[src/rtl/md_issue_ctrl.sv]
// Issue gate and busy-window mirror between E-stage control and the multiply/divide unit.
// Optional stall-cycle counter enabled by defining MD_STALL_CNT_EN.
module md_issue_ctrl #(
  parameter int unsigned MUL_LAT = 5,
  parameter int unsigned DIV_LAT = 10
) (
  input  logic        Clk,
  input  logic        Reset,
  input  logic        E_Valid,
  input  logic        E_Flush,
  input  logic [2:0]  E_MDOp,
  input  logic [31:0] E_Data2,
  input  logic        D_UseMD,
  input  logic        MDU_Busy,
  output logic [2:0]  MDOp,
  output logic        D_Stall,
  output logic        Done,
  output logic        Err,
  output logic [31:0] StallCnt
);

  localparam int unsigned MaxLat = (MUL_LAT > DIV_LAT) ? MUL_LAT : DIV_LAT;
  localparam int unsigned CntW   = $clog2(MaxLat + 1);

  typedef enum logic [1:0] {StIdle, StMul, StDiv} state_e;

  state_e            state_q, state_d;
  logic [CntW-1:0]   cnt_q, cnt_d;
  logic              err_q, err_d;
  logic              busy, issue_ok, is_mul, is_div, start;

  assign busy     = (state_q != StIdle);
  assign issue_ok = E_Valid & ~E_Flush & ~busy & Reset;
  assign is_mul   = (E_MDOp == 3'b001) | (E_MDOp == 3'b010) | (E_MDOp == 3'b111);
  // A zero divisor is passed through but opens no busy window.
  assign is_div   = ((E_MDOp == 3'b011) | (E_MDOp == 3'b100)) & (|E_Data2);
  assign start    = issue_ok & (is_mul | is_div);

  assign MDOp    = issue_ok ? E_MDOp : 3'b000;
  assign D_Stall = Reset & D_UseMD & (start | busy);
  assign Done    = Reset & busy & (cnt_q == CntW'(1));
  assign Err     = err_q;

  always_comb begin
    state_d = state_q;
    cnt_d   = cnt_q;
    err_d   = err_q;
    unique case (state_q)
      StIdle: begin
        if (start) begin
          state_d = is_mul ? StMul : StDiv;
          cnt_d   = is_mul ? CntW'(MUL_LAT) : CntW'(DIV_LAT);
        end
      end
      StMul, StDiv: begin
        if (cnt_q == CntW'(1)) begin
          state_d = StIdle;
          cnt_d   = '0;
        end else begin
          cnt_d = cnt_q - CntW'(1);
        end
      end
      default: begin
        state_d = StIdle;
        cnt_d   = '0;
      end
    endcase
    // Ops arriving while busy are dropped; MDU disagreement means the mirror is broken.
    if ((E_Valid && (E_MDOp != 3'b000) && busy) || (MDU_Busy != busy)) begin
      err_d = 1'b1;
    end
  end

  always_ff @(posedge Clk) begin
    if (!Reset) begin
      state_q <= StIdle;
      cnt_q   <= '0;
      err_q   <= 1'b0;
    end else begin
      state_q <= state_d;
      cnt_q   <= cnt_d;
      err_q   <= err_d;
    end
  end

`ifdef MD_STALL_CNT_EN
  logic [31:0] stall_cnt_q;

  always_ff @(posedge Clk) begin
    if (!Reset) begin
      stall_cnt_q <= 32'd0;
    end else if (D_Stall) begin
      stall_cnt_q <= stall_cnt_q + 32'd1;
    end
  end

  assign StallCnt = stall_cnt_q;
`else
  assign StallCnt = 32'b0;
`endif

endmodule

[config.mk]
export PLATFORM = sky130hd
export DESIGN_NAME = md_issue_ctrl
export DESIGN_NICKNAME = d
export VERILOG_FILES = /design/src/rtl/md_issue_ctrl.sv
export SDC_FILE = /design/constraint.sdc
export NUM_CORES = 1
export LEC_CHECK = 0
export CAP_MARGIN = 20
export CORE_MARGIN = 8
export CORE_UTILIZATION = 34
export DETAILED_ROUTE_END_ITERATION = 8
export PLACE_DENSITY = 0.84
export SLEW_MARGIN = 30
export SYNTH_ARGS = -nofsm -noshare
export SYNTH_HDL_FRONTEND = slang
export SYNTH_SLANG_ARGS = --single-unit
[constraint.sdc]
create_clock -name Clk -period 4.72 [get_ports Clk]
set_clock_uncertainty 0.1 [all_clocks]
set_input_delay 0.472 -clock Clk [delete_from_list [all_inputs] [get_ports Clk]]
set_output_delay 0.472 -clock Clk [all_outputs]
set_load 0.05 [all_outputs]
======== Word level (Yosys, flattened, before mapping) ========
Cells that the tools add are included.
word-level totals
  bits in registers ....................... 7
  output and inout bits ................... 38
  word-level logic and storage cells ...... 49
  input bits .............................. 41
operators by class
  muxes and demuxes ....................... 9
  reductions and logical operators ........ 9
  add/subtract/negate cells ............... 1
  bitwise gates (word level) .............. 16
  equality and inequality tests ........... 11
operators with widths
  kind                                               count
  OR reduction 32 bit                                1
  two-way mux 4 bit                                  3
  AND 1 bit                                          9
  case mux 4 bit (2 select lines)                    1
  == test 3 x 2 -> 1 bit (second input constant)     2
  == test 3 bit (second input constant)              2
  two-way mux 2 bit                                  3
  OR 1 bit                                           5
  == test 4 x 1 -> 1 bit (second input constant)     1
  != test 2 bit (second input constant)              2
  case mux 2 bit (2 select lines)                    1
  subtractor 4 x 1 -> 4 bit (second input constant)  1
  == test 3 x 1 -> 1 bit (second input constant)     1
  two-way mux 3 bit                                  1
  nonzero test 3 bit                                 1
  == test 2 x 1 -> 1 bit (second input constant)     1
  == test 2 bit (second input constant)              1
  logical AND 1 bit                                  2
  zero test 2 bit                                    1
  NOT 1 bit                                          2
  AND reduction 2 bit                                1
  nonzero test 2 bit                                 1
  OR reduction 2 bit                                 1
  logical OR 1 bit                                   1
  != test 1 bit                                      1

======== Longest topological paths before layout ========
  depth after elaboration ................. 7
  depth in mapped cells ................... 7
  depth with buffers taken out ............ 7

======== Least setup slack after synthesis ========
Ideal clock, no wire load.
  kind .................................... register to output
  start ................................... register cnt_q[0]
  end ..................................... output port Done
  slack ................................... 2.073 ns
  buffers on the path ..................... 0
  arrival ................................. 2.075 ns
  data required time ...................... 4.148 ns
  cell stages (with the launch flop) ...... 4
  cells stage by stage .................... dfxtp_1 -> ha_1 -> or3b_4 -> nor3b_1
on the way
  longest elaborated chain between the ends .. 2
ends and longest elaborated chain
  element                 RTL line  text
  from (decl)             28        logic [CntW-1:0] cnt_q, cnt_d;
  from (signal assigned)  81        cnt_q <= cnt_d;
  == test 4 x 1 -> 1 bit  41        assign Done = Reset & busy & (cnt_q == CntW'(1));
  AND 1 bit               41
  to (decl)               17        output logic Done,
Every way passes these cells.

======== Worst setup path in the final report ========
  start ................................... input port Reset
  end ..................................... output port D_Stall
on the way
  longest elaborated chain between the ends .. 4
  elaborated cells on any way between the ends .. 5
  those cells by class .................... bitwise: 5
ends and longest elaborated chain
  element        RTL line  text
  from (decl)    8         input logic Reset,
  AND 1 bit      33        assign issue_ok = E_Valid & ~E_Flush & ~busy & Reset;
  AND 1 bit      37        assign start = issue_ok & (is_mul | is_div);
  OR 1 bit       40        assign D_Stall = Reset & D_UseMD & (start | busy);
  AND 1 bit (*)  40
  to (decl)      16        output logic D_Stall,
Every way passes the cells marked *; elsewhere a longest branch is shown, timed or not.

==> run summary <==
top cells by area, synth: buf_4 27%, dfxtp_1 16%, ha_1 5.7%
Cell Area, Synth: 882.1 µm²
min Tclk post-route: 3.432 ns
Yosys top cell area share: 27.23%
CP top delay family: buffers and inverters
Syn Inst Count: 114
Final Hold Fails: 0
CTS H-tree depth: 1
number of global-route vias before repair: 917
ant diodes: 0
Port Buffer Count: 46
initial antenna violation count: 0
achievable clock frequency: 291.3 MHz
vias post-DR: 863
total gr overflow: 0
syn_area_per_cell: 7.738 µm²
Worst Tran Pin Value: 0.5099 ns
IO Count: 79
post-cts sizing count: 0
Final Cycle Share: 72.72%
Tot GR Track Use: 11.23%
area leader, netlist: buf_4
post-DP HPWL: 2241 µm
register area share after synthesis: 15.89%
most frequent cell after synthesis: buf_4
Routed Antenna Nets: 0
DRT iter0 DRCs: 10
flops & latches, synth: 7
PD cells: 210.4 nW/µm²
Final Core Density: 51.16%
row cnt: 18
Post-synth ARST share: 0%
crit end category: primary output
CP startpoint kind: input pin
Slew HR: 65.90%
Hold-fix buffers, CTS: 0
die area: 4480 µm²
fin cells: 191
critical path data arrival time: 2.86 ns
DIE HEIGHT: 66.94 µm
clock network fraction of total power: 21.4%
Detailed Routing Iterations Pass 1: 6
status: complete, no violations
CP Max Fanout: 11
CTS tree: yes
Max Cap Violations: 0
Cell variety after synth: 33
share of layout cells above drive strength 1: 7.453%
Crit-path slowest cell: clkdlybuf4s50_1
max incr delay on CP: 0.81 ns
worst hold path class: reg -> reg
Post-synth EDFFs: 0
data required time of the critical path: 4.15 ns
maximum vdd drop: 0.0001519 V
core footprint: 2477 µm²
RSZ-0062 raised after global routing: false
Setup WS pre-CTS: 1.307 ns
largest net degree at the start of global routing: 12
Bufs and invs on worst path: 2
Final Net Count: 207
final setup fails: 0
placed insts: 187
Residual DRC: 0
crit-path cells: clkdlybuf4s50_1 -> and4b_4 -> o211ai_2 -> a22o_1 -> nor2_1 -> clkdlybuf4s50_1
Clock Tree Buf Depth: 2
share of total power in combinational logic: 53.4%
Initial Utilization: 35.61%
synth cell count leaders: 32 x buf_4, 8 x nand2_1, 8 x nor4_1
net switching power: 0.1195 mW
first-pass GRT wire length: 4029 µm
P_leak: 0.5488 nW
routed len/inst: 13.27 µm
die width: 66.94 µm
synth-to-layout area growth: 43.69%
Setup TNS: 0 ns
CTS sink cnt: 7
switching share of power: 44.82%
TritonCTS buffer count: 3
Post-Route WL: 2534 µm
Worst Setup Path Type: in -> out
Setup WS post-layout: 1.288 ns
sequential share of power: 25.2%
gpl congestion: 0.7841
Clk pin slew, worst setup/hold paths: 0.05 ns
Yosys warning total: 0
pins over their slew limit: 0
vias per inst: 4.518
worst skew pair latency: 0.26 ns
internal power: 0.1471 mW
Worst path most repeated cell: clkdlybuf4s50_1
Post-CTS Setup Bufs: 0
top_reg_cell synth: dfxtp_1
clk root buf: clkbuf_4
[kinds of logic (layout without fill, tap and decap cells)]
kind of cell / count (synthesis) / after routing / synth area share, %
AO/OA/AOI/OAI: 14 / 14 / 10.50
XOR/XNOR: 3 / 3 / 2.979
adder cells (fa/ha/maj): 4 / 4 / 5.674
buffers and inverters: 40 / 56 / 31.49
flip-flops: 7 / 7 / 15.89
multiplexers: 5 / 5 / 5.674
other: 1 / 32 / 0.4251
AND/OR/NAND/NOR: 40 / 40 / 27.38
[metrics by stage]
step / hold slack, ns / instance area (µm²) / power [mW]
final: 0.3810 / 1267 / 0.2667
after detailed placement: 0.3775 / 1241 / 0.2099
after global placement: 0.3576 / 1241 / 0.2072
after CTS: 0.3848 / 1267 / 0.2670
after floorplan: 0.3514 / 998.5 / 0.1868
after global routing: 0.4267 / 1267 / 0.2844
[layout by cell type, fill, tap and decap left out]
cell,instances
clkdlybuf4s50_1,46
conb_1,32
nor4_1,8
nand2_1,8
dfxtp_1,7
inv_1,6
nor2_1,6
o21ai_0,6
mux2i_1,5
and2_2,4
ha_1,4
xnor2_1,3
clkbuf_4,3
nand4_1,2
a21oi_1,2
nor2b_1,2
and4b_4,1
or3_1,1
o211ai_2,1
nand3_1,1
o21ai_1,1
a22o_1,1
or3b_4,1
nor3b_1,1
o21a_1,1
nand2_4,1
or2b_2,1
or3b_1,1
o2111ai_1,1
a32o_1,1
and3_1,1
nor3_1,1
clkbuf_1,1
[worst min-delay path, cell delays in order, from the launching register on]
cell and delay, ns:
dfxtp_1 0.32, nand2_1 0.06, mux2i_1 0.06
[routing by layer]
metal	GRT usage, %	up-vias	wire, µm
li1	-	420	-
met1	10.08	394	868
met2	21.15	47	1298
met3	5.705	2	362
met4	3.655	0	4
met5	0	-	0
[layout make-up]
cell class                      instances  area, µm²
Clock buffer                            4      26.28
Fill cell                             235       1210
Inverter                                6      22.52
Multi-Input combinational cell         98      580.6
Sequential cell                         7      140.1
Tap cell                               30      37.54
Timing Repair Buffer                   46      460.4
[power by group through the flow]
stage / clock, mW / sequential, mW / combinational [mW]
5_1_grt: 0.0651 / 0.0678 / 0.152
2_1_floorplan: 0 / 0.0704 / 0.116
4_1_cts: 0.0579 / 0.0672 / 0.142
3_5_place_dp: 0 / 0.0684 / 0.142
6_report: 0.0570 / 0.0671 / 0.142
3_3_place_gp: 0 / 0.0682 / 0.139
[sequential cells by signal, indices dropped and copies added, names as in the netlist]
name and flops:
cnt_q 4, state_q 2, Err 1
[final timing paths]
check,from,end,slack (ns),cells past startpoint
worst max-delay path,Reset,D_Stall,1.29,6
worst min-delay path,cnt_q[1]$_SDFFE_PN0P_,cnt_q[1]$_SDFFE_PN0P_,0.38,2
worst min register to register,cnt_q[1]$_SDFFE_PN0P_,cnt_q[1]$_SDFFE_PN0P_,0.38,2
worst max register to register,state_q[1]$_SDFFE_PN0P_,state_q[0]$_SDFFE_PN0P_,2.87,7
(Power assumes the default switching activity.)
